**config.mk**
```make
export PLATFORM = sky130hd
export DESIGN_NAME = mem_bus_sched_flat
export DESIGN_NICKNAME = d
export VERILOG_FILES = /design/src/rtl/mem_bus_sched_if.sv /design/src/rtl/mem_bus_sched.sv /design/src/flat_wrapper.sv
export SDC_FILE = /design/constraint.sdc
export NUM_CORES = 1
export LEC_CHECK = 0
export CAP_MARGIN = 20
export CORE_MARGIN = 1
export CORE_UTILIZATION = 40
export DETAILED_ROUTE_END_ITERATION = 8
export PLACE_DENSITY = 0.83
export SYNTH_ARGS = -nofsm -noshare
export SYNTH_HDL_FRONTEND = slang
export SYNTH_SLANG_ARGS = --single-unit
```
**constraint.sdc**
```tcl
create_clock -name clk -period 4 [get_ports clk]
set_input_delay 0.6 -clock clk [delete_from_list [all_inputs] [get_ports clk]]
set_output_delay 0.6 -clock clk [all_outputs]
set_load 0.01 [all_outputs]
```
**src/rtl/mem_bus_sched_if.sv**
```systemverilog
// mem_bus_sched_if: memory/IO bus (req/ack handshake, address, mask, data); master = scheduler, slave = memory
interface mem_bus_sched_if #(parameter int RV = 32, parameter int VA = RV) ();
  logic          m_req;
  logic          m_we;
  logic          m_io;
  logic [VA-1:0] m_addr;
  logic [RV/8-1:0] m_mask;
  logic [RV-1:0] m_wdata;
  logic          m_ack;
  logic [RV-1:0] m_rdata;
  modport master (output m_req, m_we, m_io, m_addr, m_mask, m_wdata, input m_ack, m_rdata);
  modport slave (input m_req, m_we, m_io, m_addr, m_mask, m_wdata, output m_ack, m_rdata);
endinterface

```
**src/rtl/mem_bus_sched.sv**
```systemverilog
// mem_bus_sched: serialises core fetch/read/write onto one req/ack bus (write>read>fetch) with IO protection, timeout, done pulses and rdata
module mem_bus_sched #(
  parameter int RV      = 32,
  parameter int VA      = RV,
  parameter int TIMEOUT = 255
) (
  input  logic                 clk,
  input  logic                 reset,
  input  logic                 ifetch,
  input  logic [1:0]           rstrobe,
  input  logic [RV/8-1:0]      wmask,
  input  logic [VA-2:0]        pc,
  input  logic [VA-RV/16-1:0]  addr,
  input  logic [RV-1:0]        wdata,
  input  logic                 io_access,
  input  logic                 supmode,
  input  logic                 user_io,
  output logic                 idone,
  output logic                 rdone,
  output logic                 wdone,
  output logic [RV-1:0]        rdata,
  output logic                 bus_fault,
  mem_bus_sched_if.master      bus
);
  typedef enum logic [2:0] {IDLE, FETCH, READ, WRITE, DONE} state_t;
  state_t          state_q, state_d, kind_q, kind_d;
  logic [7:0]      cnt_q, cnt_d;
  logic            fault_q, fault_d, we_q, we_d, io_q, io_d;
  logic [RV-1:0]   rdata_q, rdata_d, wdata_q, wdata_d;
  logic [VA-1:0]   addr_q, addr_d;
  logic [RV/8-1:0] mask_q, mask_d;
  logic            wr, rd, data;
  assign wr   = |wmask;
  assign rd   = |rstrobe;
  assign data = wr | rd;
  always_comb begin
    state_d = state_q;
    kind_d  = kind_q;
    cnt_d   = cnt_q;
    fault_d = 1'b0;
    rdata_d = rdata_q;
    we_d    = we_q;
    io_d    = io_q;
    addr_d  = addr_q;
    mask_d  = mask_q;
    wdata_d = wdata_q;
    case (state_q)
      IDLE: if (data || ifetch) begin
        kind_d  = wr ? WRITE : rd ? READ : FETCH;
        we_d    = wr;
        io_d    = data & io_access;
        addr_d  = data ? {addr, {(RV/16){1'b0}}} : {pc, 1'b0};
        mask_d  = wr ? wmask : rd ? {(RV/16){rstrobe}} : '1;
        wdata_d = wr ? wdata : '0;
        cnt_d   = '0;
        // user-mode IO without permission never reaches the bus
        if (data && io_access && !supmode && !user_io) begin
          state_d = DONE;
          fault_d = 1'b1;
          rdata_d = '0;
        end else begin
          state_d = wr ? WRITE : rd ? READ : FETCH;
        end
      end
      FETCH, READ, WRITE: if (bus.m_ack) begin
        state_d = DONE;
        rdata_d = (state_q == WRITE) ? rdata_q : bus.m_rdata;
      end else if (cnt_q == 8'(TIMEOUT - 1)) begin
        state_d = DONE;
        fault_d = 1'b1;
        rdata_d = '1;
      end else begin
        cnt_d = cnt_q + 8'd1;
      end
      default: state_d = IDLE;
    endcase
  end
  always_ff @(posedge clk or posedge reset) begin
    if (reset) begin
      state_q <= IDLE;
      kind_q  <= FETCH;
      cnt_q   <= '0;
      fault_q <= 1'b0;
      rdata_q <= '0;
      we_q    <= 1'b0;
      io_q    <= 1'b0;
      addr_q  <= '0;
      mask_q  <= '0;
      wdata_q <= '0;
    end else begin
      state_q <= state_d;
      kind_q  <= kind_d;
      cnt_q   <= cnt_d;
      fault_q <= fault_d;
      rdata_q <= rdata_d;
      we_q    <= we_d;
      io_q    <= io_d;
      addr_q  <= addr_d;
      mask_q  <= mask_d;
      wdata_q <= wdata_d;
    end
  end
  assign bus.m_req   = (state_q == FETCH) || (state_q == READ) || (state_q == WRITE);
  assign bus.m_we    = we_q;
  assign bus.m_io    = io_q;
  assign bus.m_addr  = addr_q;
  assign bus.m_mask  = mask_q;
  assign bus.m_wdata = wdata_q;
  assign idone       = (state_q == DONE) && (kind_q == FETCH);
  assign rdone       = (state_q == DONE) && (kind_q == READ);
  assign wdone       = (state_q == DONE) && (kind_q == WRITE);
  assign rdata       = rdata_q;
  assign bus_fault   = fault_q;
endmodule

```
**src/flat_wrapper.sv**
```systemverilog
// flat-port wrapper written by rule: the top's interface ports become plain ports
module mem_bus_sched_flat 
#(
  parameter int RV      = 32,
  parameter int VA      = RV,
  parameter int TIMEOUT = 255
)
  (clk, reset, ifetch, rstrobe, wmask, pc, addr, wdata, io_access, supmode, user_io, idone, rdone, wdone, rdata, bus_fault, bus_m_req, bus_m_we, bus_m_io, bus_m_addr, bus_m_mask, bus_m_wdata, bus_m_ack, bus_m_rdata);
  mem_bus_sched_if #(.RV(RV), .VA(VA)) bus_i ();
  input  logic clk;
  input  logic reset;
  input  logic ifetch;
  input  logic [1:0] rstrobe;
  input  logic [RV/8-1:0] wmask;
  input  logic [VA-2:0] pc;
  input  logic [VA-RV/16-1:0] addr;
  input  logic [RV-1:0] wdata;
  input  logic io_access;
  input  logic supmode;
  input  logic user_io;
  output logic idone;
  output logic rdone;
  output logic wdone;
  output logic [RV-1:0] rdata;
  output logic bus_fault;
  output wire logic [$bits(bus_i.m_req)-1:0] bus_m_req;
  output wire logic [$bits(bus_i.m_we)-1:0] bus_m_we;
  output wire logic [$bits(bus_i.m_io)-1:0] bus_m_io;
  output wire logic [$bits(bus_i.m_addr)-1:0] bus_m_addr;
  output wire logic [$bits(bus_i.m_mask)-1:0] bus_m_mask;
  output wire logic [$bits(bus_i.m_wdata)-1:0] bus_m_wdata;
  input wire logic [$bits(bus_i.m_ack)-1:0] bus_m_ack;
  input wire logic [$bits(bus_i.m_rdata)-1:0] bus_m_rdata;
  assign bus_m_req = bus_i.m_req;
  assign bus_m_we = bus_i.m_we;
  assign bus_m_io = bus_i.m_io;
  assign bus_m_addr = bus_i.m_addr;
  assign bus_m_mask = bus_i.m_mask;
  assign bus_m_wdata = bus_i.m_wdata;
  assign bus_i.m_ack = bus_m_ack;
  assign bus_i.m_rdata = bus_m_rdata;
  mem_bus_sched #(.RV(RV), .VA(VA), .TIMEOUT(TIMEOUT)) u_core (.clk(clk), .reset(reset), .ifetch(ifetch), .rstrobe(rstrobe), .wmask(wmask), .pc(pc), .addr(addr), .wdata(wdata), .io_access(io_access), .supmode(supmode), .user_io(user_io), .idone(idone), .rdone(rdone), .wdone(wdone), .rdata(rdata), .bus_fault(bus_fault), .bus(bus_i));
endmodule
```
* Yosys cells after proc, flatten, opt, wreduce, memory -nomap -nowiden
Index checks and enable logic that the tools add are counted.
** Storage, ports and cells
- Register bits :: 117
- Output and inout port bits :: 107
- Logic and storage cells :: 73
** Operators by class
- $add $sub $neg :: 1
- Equal/unequal tests :: 14
- Muxes and demuxes :: 26
- Bitwise operators :: 2
- Reductions and logical operators :: 20
** Operators by type and width (number)
- $mux W32 :: 7
- $pmux W32 S2 :: 1
- $mux W8 :: 3
- $pmux W8 S2 :: 1
- $mux W3 :: 5
- $eq A3 B2 Y1 const B :: 4
- $add A8 B1 Y8 const B :: 1
- $eq A8 B8 Y1 const B :: 1
- $mux W4 :: 2
- $eq A3 B1 Y1 const B :: 2
- $logic_and A1 B1 Y1 :: 6
- $pmux W3 S2 :: 1
- $reduce_and A5 Y1 :: 1
- $mux W1 :: 4
- $ne A2 B1 Y1 const B :: 2
- $ne A2 B2 Y1 const B :: 2
- $reduce_and A2 Y1 :: 2
- $reduce_and A4 Y1 :: 1
- $reduce_or A4 Y1 :: 1
- $eq A3 B3 Y1 const B :: 1
- $logic_not A3 Y1 :: 1
- $logic_or A1 B1 Y1 :: 3
- $ne A3 B2 Y1 const B :: 1
- $ne A3 B3 Y1 const B :: 1
- other kinds (8) :: 9

* Logic depth before layout (Yosys ltp)
Gate-level depths: netlist of run 1.
- Depth after elaboration :: 8
- Depth in mapped cells :: 7
- Depth with buffers taken out :: 6

* Least setup slack after synthesis of run 1
Ideal clock, no wire load.
- Path type :: input-to-reg
- Start point :: in supmode
- End point :: reg u_core.rdata_q[20], in the netlist u_core.rdata[20]
- Setup time :: 0.065 ns
- Data arrival time :: 2.010 ns
- Data required time :: 3.935 ns
- Slack :: 1.924 ns
- Stages :: 5
- Buffers on the path :: 1
- Cell sequence :: or3b_4 -> a22o_1 -> a2111oi_4 -> buf_6 -> o221a_2
** On the way
- Cells in the longest elaborated chain, start to end :: 5
** RTL lines
- start, declared :: line flat_wrapper.sv:19 : input logic supmode;
- $logic_not A1 Y1 :: line mem_bus_sched.sv:57 : if (data && io_access && !supmode && !user_io) begin
- $logic_and A1 B1 Y1 (2 in a row) :: line mem_bus_sched.sv:57
- $ne A2 B1 Y1 (no source line)
- $reduce_and A5 Y1 (no source line)
- end signal, assigned :: line mem_bus_sched.sv:95 : rdata_q <= rdata_d;
- end, declared :: line mem_bus_sched.sv:29 : logic [RV-1:0] rdata_q, rdata_d, wdata_q, wdata_d;
Every way passes these cells.
A chain may end at the register's enable or synchronous reset.

* Worst setup path in the final report of run 1
- Start point :: reg u_core.state_q[0]
- End point :: out idone
** On the way
- Cells in the longest elaborated chain, start to end :: 2
** RTL lines
- start, declared :: line mem_bus_sched.sv:26 : state_t state_q, state_d, kind_q, kind_d;
- start signal, assigned :: line mem_bus_sched.sv:91 : state_q <= state_d;
- $eq A3 B3 Y1 :: line mem_bus_sched.sv:109 : assign idone = (state_q == DONE) && (kind_q == FETCH);
- $logic_and A1 B1 Y1 :: line mem_bus_sched.sv:109
- end, declared :: line flat_wrapper.sv:21 : output logic idone;
Every way passes these cells.

==> results of run 1 <==
## synth_stat cells (2+ instances only)
master / number / area (sq um)
nand2_1: 145 / 544
nor3_1: 3 / 15.0
a21boi_0: 2 / 15.0
dfrtp_1: 114 / 2850
ha_1: 2 / 25.0
nor2_1: 36 / 135
nand4_1: 2 / 12.5
o21ai_0: 12 / 60.1
a21oi_1: 6 / 30.0
nor4_1: 2 / 12.5
a22o_1: 2 / 17.5
inv_1: 7 / 26.3
o221a_2: 31 / 349
or3_1: 5 / 31.3
nand3_1: 38 / 190
clkbuf_1: 16 / 60.1
o21a_1: 2 / 15.0
buf_6: 3 / 33.8
a31oi_1: 30 / 188
buf_2: 13 / 65.1
buf_1: 6 / 22.5
## worst max-delay path, cell delays in order (launching register included)
cell	delay (ns)
dfrtp_1	0.47
nor2_1	0.42
nand3_1	0.17
nor2_1	0.11
clkdlybuf4s50_1	0.56
## registers in the layout (all words and copies together) (netlist names)
name / flops
u_core.bus.m_wdata: 32
u_core.rdata: 32
u_core.bus.m_addr: 31
u_core.cnt_q: 8
u_core.bus.m_mask: 4
u_core.state_q: 3
u_core.kind_q: 2
u_core.bus.m_io: 1
u_core.bus.m_we: 1
u_core.bus_fault: 1
## final cells by class
| type | instances | area [sq um] |
|---|---|---|
| fillers | 965 | 3940 |
| flip-flops and latches | 115 | 2880 |
| repair buffers | 255 | 2570 |
| inverters | 7 | 28.8 |
| clock buffers | 25 | 505 |
| well taps | 168 | 210 |
| clock inverters | 5 | 50.0 |
| multi-input cells | 341 | 1880 |
## where the power goes
| part | internal, mW | switching [mW] |
|---|---|---|
| clock network | 0.923 | 0.479 |
| logic | 1.53 | 1.32 |
| registers | 1.71 | 0.334 |
## per-layer routing
metal / vias up / GRT usage, % / wire, microns
met1: 2237 / 29.3 / 6120
met4: 0 / 11.5 / 388
met5: - / 0 / 0
met2: 211 / 39.2 / 7280
met3: 31 / 7.66 / 1170
li1: 2222 / - / -
## per-stage QoR
stage                     instances  hold slack, ns  util [%]  power, mW
after floorplan                 503           0.442         -       3.43
after global placement          882           0.450      62.1       4.75
after detailed placement        882           0.456      62.1       4.84
after CTS                       912           0.466      66.7       6.28
after global routing            916           0.486      67.3       6.68
final                           916           0.462      67.3       6.29
## how the worst max path moves through the flow
stage	start	end	slack [ns]	cells past startpoint
floorplan	reset	u_core.bus.m_addr[10]	0.36	1
global placement	wmask[2]	u_core.rdata[28]	0.90	6
detailed placement	wmask[1]	u_core.rdata[30]	0.85	6
CTS	u_core.state_q[0]	u_core.rdata[28]	1.07	5
global route	u_core.state_q[2]	u_core.rdata[29]	1.12	6
finish	u_core.state_q[0]	idone	1.27	4
## logic make-up (layout without fill, tap and decap cells)
family | Yosys count | count (layout) | synth area share [%]
AO/OA/AOI/OAI | 96 | 96 | 15.9
XOR/XNOR | 2 | 2 | 0.353
adder cells (fa/ha/maj) | 2 | 2 | 0.504
buffers and inverters | 47 | 292 | 4.44
flip-flops | 115 | 115 | 58.0
multiplexers | 1 | 1 | 0.202
other | 1 | 1 | 0.0756
AND/OR/NAND/NOR | 239 | 239 | 20.5
==> impl_metrics.ini, run 1 <==
[global_routing]
antenna_found_initial = 0
overflow = 0
grt_max_degree = 85
grt_usage_pct = 24.2
grt_pass1_wl_mm = 23.9
grt_pass1_vias = 4707

[layout]
final_cell_mix = clkdlybuf4s50_1 (243), nand2_1 (145), dfrtp_1 (114)
layout-drive-gt1-share_pct = 10.7
nNetsFinal = 877
areaGrowthSynthToFinish_pct = 63.7
antenna_cells = 0
final_common_cell = clkdlybuf4s50_1
fin_area_sq_mm = 0.00812

[timing]
setup_viol = 0
skew_ns = 0.00425
finalSetupTns_ns = 0
hold_viol = 0
fin_crit_sh_pct = 68.3
fmax_mhz = 366
slew_headroom_pct = 35.2
slew_viol_final = 0
worst_pin_slew_ns = 0.970
grt_setup_unrepaired = false
fin_ws_ns = 1.27
period_minus_slack_ns = 2.73

[synthesis]
yosys_warnings = 0
async_reset_ff_share_pct = 100
synth-seq-cells = 115
syn_inst = 503
synthDistinctLibCells = 47
syn_avg_cell_area_sq_um = 9.86
ys.flop_type = dfrtp_1
ys_seq_area_share_pct = 58.0
netlist_area_sq_mm = 0.00496
synth_edf_count = 0
synth_nets = 643

[cts]
cts.sinks = 115
cts_max_level = 4
clkLatencyLatePin_ns = 0.41
cts_tree = done
cts_resized = 0
cts_buffers = 17
clk_pin_slew_ns = 0.05
ctsHoldBuffers = 0
root_buffer = clkbuf_16
post_cts_buffers = 0
clock_path_buffers = 2

[min_path]
hold_start = u_core.bus.m_wdata[30]
min_path_type = flip-flop to flip-flop
holdPathStages = 2
min_to = u_core.bus.m_wdata[30]

[detailed_routing]
first_pass_iters = 7
avgRoutedWirePerCell_microns = 16.3
antenna_left = 0
via_per_inst = 5.13
drc = 0
routed_wirelength_mm = 15.0
initialDrtViolationCount = 364
vias = 4701

[worst_setup_path]
crit_path_start_kind = flip-flop
r2r_cells = 6
rr_endpoint = u_core.rdata[0]
crit_fanout = 6
timing.rr.start = u_core.state_q[2]
crit_path_end_kind = output port
cp.arrival_ns = 2.13
worstPathRequired_ns = 3.40
r2r_slack_ns = 1.31
crit_type = flip-flop to output port

[floorplanning]
die_area_sq_mm = 0.0128
initial_core_util_pct = 41.1
die_h_microns = 113
placementRows = 40
die_x_microns = 113
coreArea_sq_mm = 0.0121
num_io_pins = 245

[job]
cap_violations = 0

[placed_design]
placed_cell_area_sq_mm = 0.00749
preCtsSetupSlack_ns = 0.851
portBuffers = 243
routabilityCongestion = 0.806
hpwl_mm = 10.8

[power_and_ir_drop]
powerDensity_mw_per_mm2 = 774
ir_drop_v = 0.000544
p_leak_nw = 3.46

[run_status]
status = finished, final reports clean
Power figures use the tool's default switching activity.
==> inputs of run 2 (changes only) <==
--- a/config.mk
+++ b/config.mk
@@ -7,9 +7,9 @@
 export LEC_CHECK = 0
 export CAP_MARGIN = 20
 export CORE_MARGIN = 1
-export CORE_UTILIZATION = 40
+export CORE_UTILIZATION = 37
 export DETAILED_ROUTE_END_ITERATION = 8
-export PLACE_DENSITY = 0.83
+export PLACE_DENSITY = 0.81
 export SYNTH_ARGS = -nofsm -noshare
 export SYNTH_HDL_FRONTEND = slang
 export SYNTH_SLANG_ARGS = --single-unit
==> constraint.sdc (replaced) <==
create_clock -name clk -period 2.2 [get_ports clk]
set_input_delay 0.33 -clock clk [delete_from_list [all_inputs] [get_ports clk]]
set_output_delay 0.33 -clock clk [all_outputs]
set_load 0.01 [all_outputs]
==> impl_metrics.ini, run 2 (synthesized netlist as in run 1, its figures left out) <==
[worst_setup_path]
path_depth = 2
path_delay_family = buffers and inverters
worst-path-buf-inv = 1
crit_chain = o21ba_2, clkdlybuf4s50_1
crit_path_end_kind = output port
rr_endpoint = u_core.rdata[27]
crit_slowest_cell = clkdlybuf4s50_1
cp.arrival_ns = 1.79
crit_type = flip-flop to output port
cp-startpoint = u_core.state_q[2]
cp_slowest_stage_delay_ns = 0.59
critPathCapture = bus_m_req
timing.rr.start = u_core.cnt_q[0]
r2r_cells = 7
worstPathRequired_ns = 1.87
r2r_slack_ns = 0.20
crit_fanout = 9
crit_path_start_kind = flip-flop

[power_and_ir_drop]
p_comb_share_pct = 45.6
seq_power_share_pct = 31.7
p_sw_mw = 4.00
p_leak_nw = 3.53
p_sw_share_pct = 34.2
ir_drop_v = 0.000711
powerDensity_mw_per_mm2 = 1410
pwr-share-clk_pct = 22.7
p_int_mw = 7.70

[detailed_routing]
avgRoutedWirePerCell_microns = 15.9
drc = 0
routed_wirelength_mm = 14.9
first_pass_iters = 4
initialDrtViolationCount = 303
vias = 4738
antenna_left = 0
via_per_inst = 5.08

[cts]
ctsHoldBuffers = 0
cts_max_level = 4
cts_tree = done
clk_pin_slew_ns = 0.05
cts.sinks = 115
cts_buffers = 17
clock_path_buffers = 2
root_buffer = clkbuf_16
clkLatencyLatePin_ns = 0.41
post_cts_buffers = 0

[timing]
hold_viol = 0
fmax_mhz = 471
skew_ns = 0.00758
slew_viol_final = 0
fin_ws_ns = 0.0789
worst_pin_slew_ns = 0.615
period_minus_slack_ns = 2.12
fin_crit_sh_pct = 96.4
setup_viol = 0
slew_headroom_pct = 59.0
grt_setup_unrepaired = false

[layout]
final_common_cell = clkdlybuf4s50_1
fillers = 977
seq_area_sq_mm = 0.00288
antenna_cells = 0
final_cell_mix = clkdlybuf4s50_1 (240), nand2_1 (145), dfrtp_1 (111)
multiInputGateArea_sq_mm = 0.00188
fin_util_pct = 64.6
nNetsFinal = 888
areaGrowthSynthToFinish_pct = 67.0
layout-drive-gt1-share_pct = 13.0

[global_routing]
antenna_found_initial = 0
grt_max_degree = 66
overflow = 0
grt_pass1_vias = 4810
grt_pass1_wl_mm = 24.5
grt_usage_pct = 22.6

[floorplanning]
die_area_sq_mm = 0.0139
die_x_microns = 118
coreArea_sq_mm = 0.0128
num_io_pins = 245
placementRows = 41
die_h_microns = 118
initial_core_util_pct = 38.7

[min_path]
min_path_type = primary input to async pin

[placed_design]
routabilityCongestion = 0.845
portBuffers = 243
hpwl_mm = 10.8
preCtsSetupSlack_ns = -0.151

[run_status]
status = finished, final reports clean

[job]
cap_violations = 0
[run 2: cell types whose count changed in the layout (fill, tap and decap cells not counted), sizes merged]
cell | previous run | this run
buf | 12 | 23
bufinv | 1 | 2
clkdlybuf4s50 | 243 | 240
clkinv | 4 | 7
clkinvlp | 0 | 4
dlygate4sd2 | 0 | 3
clkbuf | 25 | 19
[run 2: per-layer routing]
| metal | vias up | GRT usage (%) | wire length, microns |
|---|---|---|---|
| li1 | 2249 | - | - |
| met1 | 2252 | 26.6 | 6140 |
| met2 | 210 | 37.0 | 7130 |
| met3 | 27 | 7.85 | 1240 |
| met4 | 0 | 10.3 | 359 |
| met5 | - | 0 | 0 |
[run 2: stage by stage]
stage	hold slack [ns]	power [mW]	setup TNS (ns)	std cells	cell area (sq um)
floorplan	0.442	6.23	0	503	4960
global placement	0.450	8.88	-3.47	901	7700
detailed placement	0.455	9.10	-5.57	901	7700
CTS	0.382	11.8	0	933	8280
global route	0.398	12.5	0	933	8280
finish	0.379	11.7	0	933	8280
[run 2: power by group through the flow]
stage | clock (mW) | sequential [mW] | combinational [mW]
global placement | 0 | 3.69 | 5.19
finish | 2.66 | 3.71 | 5.34
detailed placement | 0 | 3.73 | 5.37
global route | 2.82 | 3.84 | 5.79
CTS | 2.72 | 3.72 | 5.40
floorplan | 0 | 4.01 | 2.22
[run 2: worst min path at each step]
stage | from | to | slack, ns
finish | reset | u_core.bus.m_we | 0.38
floorplan | u_core.kind_q[0] | u_core.kind_q[0] | 0.44
detailed placement | u_core.bus.m_wdata[17] | u_core.bus.m_wdata[17] | 0.45
global placement | u_core.bus.m_wdata[2] | u_core.bus.m_wdata[2] | 0.45
global route | reset | u_core.bus.m_we | 0.40
CTS | reset | u_core.rdata[3] | 0.38
[run 2: final cells by class]
cell class	instances	area share, %
sequential	115	34.8
timing repair buffer	266	32.6
multi-input combinational	341	22.7
clock buffer	19	5.35
tap	172	2.60
clock inverter	13	1.62
inverter	7	0.362
[run 2: repair_timing]
| action | CTS | global route |
|---|---|---|
| gates cloned | 0 | 0 |
| resized for setup | 6 | 1 |
| setup endpoints to repair | 3 | 1 |
[run 2: worst min-delay path, stage by stage]
cell and delay [ns]:
clkdlybuf4s50_1 0.44, clkinvlp_4 0.11, buf_12 0.31
==> inputs of run 3 (changes only) <==
--- a/config.mk
+++ b/config.mk
@@ -5,6 +5,7 @@
 export SDC_FILE = /design/constraint.sdc
 export NUM_CORES = 1
 export LEC_CHECK = 0
+export ABC_CLOCK_PERIOD_IN_PS = 2200
 export CAP_MARGIN = 20
 export CORE_MARGIN = 1
 export CORE_UTILIZATION = 37
==> results of run 3 <==
Same layout as run 2: the final DEF is identical, and so are final timing and power.
==> RTL edit 1, RTL diff (config.mk and constraints of run 3) <==
Make the reset (`reset`) synchronous in one clocked block.
--- a/src/rtl/mem_bus_sched.sv
+++ b/src/rtl/mem_bus_sched.sv
@@ -77,3 +77,3 @@
   end
-  always_ff @(posedge clk or posedge reset) begin
+  always_ff @(posedge clk) begin
     if (reset) begin
Check against the original RTL: differs if reset is asserted again (counterexample within 4 cycles, from zero or initial values and one cycle with reset high); with reset held inactive, the same outputs for 4 cycles.
==> RTL edit 1 against run 3 <==
  * Count of clock-buffer cells in the layout up 4
  * Area after synthesis about the same
  * Wire length up 0.73%
  * Synthesized cell count up 9.1%
  * Critical path depth up 2
  * Power down 27%
  * Die area about the same
  * Design area down 0.85%
  * Cell count up 4.0%
  * Sequential cell count unchanged
  * Worst hold slack better by 0.069 ns
  * Largest cell class is now buffers
  * Utilization down 0.55 points
  * Worst setup slack better by 0.029 ns
==> RTL edit 1: results (changes against run 3) <==
Global route
  • M2 GR Usage: 0.367 (-0.00331)
  • Met3 GRT Util: 0.0814 (+0.00291)
  • Global-route wire length before repair: 24.4 mm (-0.62%)
  • Largest net degree at the start of global routing: 109 (+65%)

Outcome
  • Run status: finished, final reports clean

Finish
  • Non-clk bufs: 265 (-0.38%)
  • Layout area overhead: 65.6%
  • Nets: 925 (+4.2%)
  • Multi-input gate area: 2440 µm² (+30%)
  • FF+latch area: 2300 µm² (-20%)
  • Clock network area share: 0.0698 (+0.000137)
  • Multi-input comb cells: 379 (+11%)

Synthesis
  • Sequential-to-total area share from yosys stat: 0.464 (-0.116)
  • Complex-gate fraction of the synthesized area: 0.167 (+0.00879)
  • Mux contribution to synthesized area: 0.125 (+0.123)
  • Netlist cell types: 46 (-2.1%)
  • Post-synth top cells: dfxtp_1, mux2i_1, nor2_1
  • Synth Area in Adders: 0.00504 (about the same)
  • Top_reg_cell synth: dfxtp_1
  • Net count after synthesis: 689 (+7.2%)
  • Synth Area in XOR/XNOR: 0.00177 (-0.00177)
  • Post-synth ARST share: 0 (-1.00)

Critical path
  • Maximum fanout along the worst path: 5 (-4)
  • FF-to-FF path depth: 6 (-1)
  • WP data arrival: 1.76 ns (-0.03 ns)
  • Worst reg2reg setup slack: 0.17 ns (-0.03 ns)

Min path
  • Type of the worst min-delay path: register to register

Place
  • Post-DP HPWL: 10.6 mm (-2.4%)
  • GP Congestion: 0.840 (-0.63%)
  • DP Worst Slack: -0.195 ns (-0.0441 ns)

Drt
  • Via count: 4,859 (+2.6%)
  • Post-Route WL: 15.0 mm (+0.73%)
  • Metal3 WL: 1.37 mm (+11%)
  • DR pass1 iterations: 6 (+2)
  • Drt wl/cell: 15.4 µm (-3.1%)

CTS
  • CTS resizes: 0 (-6)

Pwr
  • Peak supply drop: 0.000489 V (-31%)
  • Net switching power: 2.67 mW (-33%)
  • Pleak: 3.31 nW (-6.4%)

Timing
  • Fmax: 478 MHz (+1.4%)
  • Clock skew: 0.00677 ns (-0.000803 ns)
## RTL edit 1: power by group through the flow
stage | Sequential (mW) | Clock, mW | Combinational (mW)
after floorplan | 3.00 | 0 | 1.38
after global placement | 2.81 | 0 | 2.98
after detailed placement | 2.84 | 0 | 3.05
after CTS | 2.81 | 2.71 | 3.08
after global routing | 2.86 | 2.81 | 3.30
final | 2.81 | 2.66 | 3.06
## RTL edit 1: worst min path at each step
stage | slack, ns | to | cells after the start
final | 0.45 | u_core.bus.m_wdata[31] | 2
after CTS | 0.45 | u_core.kind_q[1] | 3
after floorplan | 0.46 | u_core.cnt_q[7] | 2
after global routing | 0.47 | u_core.bus.m_wdata[23] | 2
after detailed placement | 0.45 | u_core.bus.m_wdata[1] | 2
after global placement | 0.44 | u_core.bus.m_wdata[23] | 2
## RTL edit 1: tightest hold or removal path: stages (launching register included)
cell and delay, ns:
dfxtp_1 0.30, nand2_1 0.05, a21oi_1 0.05
==> RTL edit 2, RTL diff (flow settings as in run 3) <==
Made on the original files. `TIMEOUT` is set to 255 in 2 places; all go to 127.
--- a/src/rtl/mem_bus_sched.sv
+++ b/src/rtl/mem_bus_sched.sv
@@ -4,3 +4,3 @@
   parameter int VA      = RV,
-  parameter int TIMEOUT = 255
+  parameter int TIMEOUT = 127
 ) (
--- a/src/flat_wrapper.sv
+++ b/src/flat_wrapper.sv
@@ -5,3 +5,3 @@
   parameter int VA      = RV,
-  parameter int TIMEOUT = 255
+  parameter int TIMEOUT = 127
 )
Function: no difference found for any inputs over 4 cycles, from zero or initial values and one cycle with reset high; that may be too few to reach the edited logic, so the function may still have changed.
==> RTL edit 2 against run 3 <==
  * Register-to-register slack gained 0.14 ns
  * Worst hold slack gained 0.086 ns
  * Sequential share of layout area shrank 0.51 points
  * Worst setup slack gained 0.034 ns
  * Power grew 1.1%
  * Combinational power is essentially flat
  * Wire length shrank 0.26%
  * Global-route usage shrank 0.55 points
  * Sequential cell count is the same
  * Design area grew 1.4%
  * Area after synthesis grew 0.96%
  * Critical endpoint unchanged
  * Largest power group unchanged
==> RTL edit 2: results (changes against run 3) <==
Outcome
  • Run status: finished, final reports clean

Synthesis
  • Synth top area cells: dfrtp_1, nand2_1, o221a_2
  • Net count after synthesis: 644 (+0.16%)
  • Mapped Cells: 504 (+0.20%)
  • Sequential-to-total area share from yosys stat: 0.575 (-0.00551)
  • Synth Area in XOR/XNOR: 0.00175 (-0.00178)

Pwr
  • Pleak: 3.61 nW (+2.1%)
  • Peak supply drop: 0.000622 V (-12%)
  • PwrDens: 1410 nW/µm² (-0.38%)

Critical path
  • FF-to-FF path depth: 5 (-2)
  • Worst R2R Start: u_core.cnt_q[3]
  • RR Endpoint: u_core.rdata[16]
  • Worst reg2reg setup slack: 0.34 ns (+0.14 ns)
  • WP data arrival: 1.76 ns (-0.03 ns)

Drt
  • DRT iter0 DRCs: 256 (-16%)
  • Metal3 WL: 1.14 mm (-8.5%)
  • DR vias/cell: 5.12 (+0.83%)
  • Post-Route WL: 14.8 mm (-0.26%)
  • Via count: 4,854 (+2.4%)
  • Met1 Wirelength: 6.00 mm (-2.3%)

Timing
  • Crit path time final: 2.09 ns (-0.0340 ns)
  • Hold WS: 0.465 ns (+0.0861 ns)

Place
  • Cell Area, Placed: 7770 µm² (+0.84%)
  • DP Worst Slack: -0.113 ns (+0.0379 ns)
  • Inst Count DP: 916 (+1.7%)

Finish
  • Seq area share: 0.343 (-0.00512)
  • CLK BUF: 23 (+4)
  • Non-clk invs: 4 (-3)
  • Multi-input comb cells: 345 (+1.2%)

CTS
  • CTS resizes: 3 (-3)

Floorplanning
  • Die area: 14,000 µm² (+0.94%)

Global route
  • M2 GR Usage: 0.380 (+0.00956)
==> RTL edit 2: cell types whose count changed after synthesis, moves of 3 or more <==
| cell | before | now |
|---|---|---|
| buf_2 | 13 | 17 |
| o221a_1 | 1 | 8 |
| nand2_1 | 145 | 142 |
| buf_4 | 1 | 4 |
| inv_1 | 7 | 4 |
| o221a_2 | 31 | 24 |
| o21ai_0 | 12 | 7 |
| clkbuf_1 | 16 | 9 |
| o31ai_1 | 0 | 3 |
==> RTL edit 2: worst max-delay path: stages (launching register included) <==
cell             delay, ns
dfrtp_2               0.47
nor2_4                0.18
buf_4                 0.18
nor2_1                0.04
clkdlybuf4s50_1       0.48
==> RTL edit 2: where the power goes <==
group / switching [mW] / total (mW) / internal [mW] / leakage (nW)
clock: 0.929 / 2.85 / 1.92 / 0.305
sequential: 0.563 / 3.65 / 3.08 / 1.33
combinational: 2.43 / 5.34 / 2.90 / 1.97
total: 3.93 / 11.8 / 7.91 / 3.61
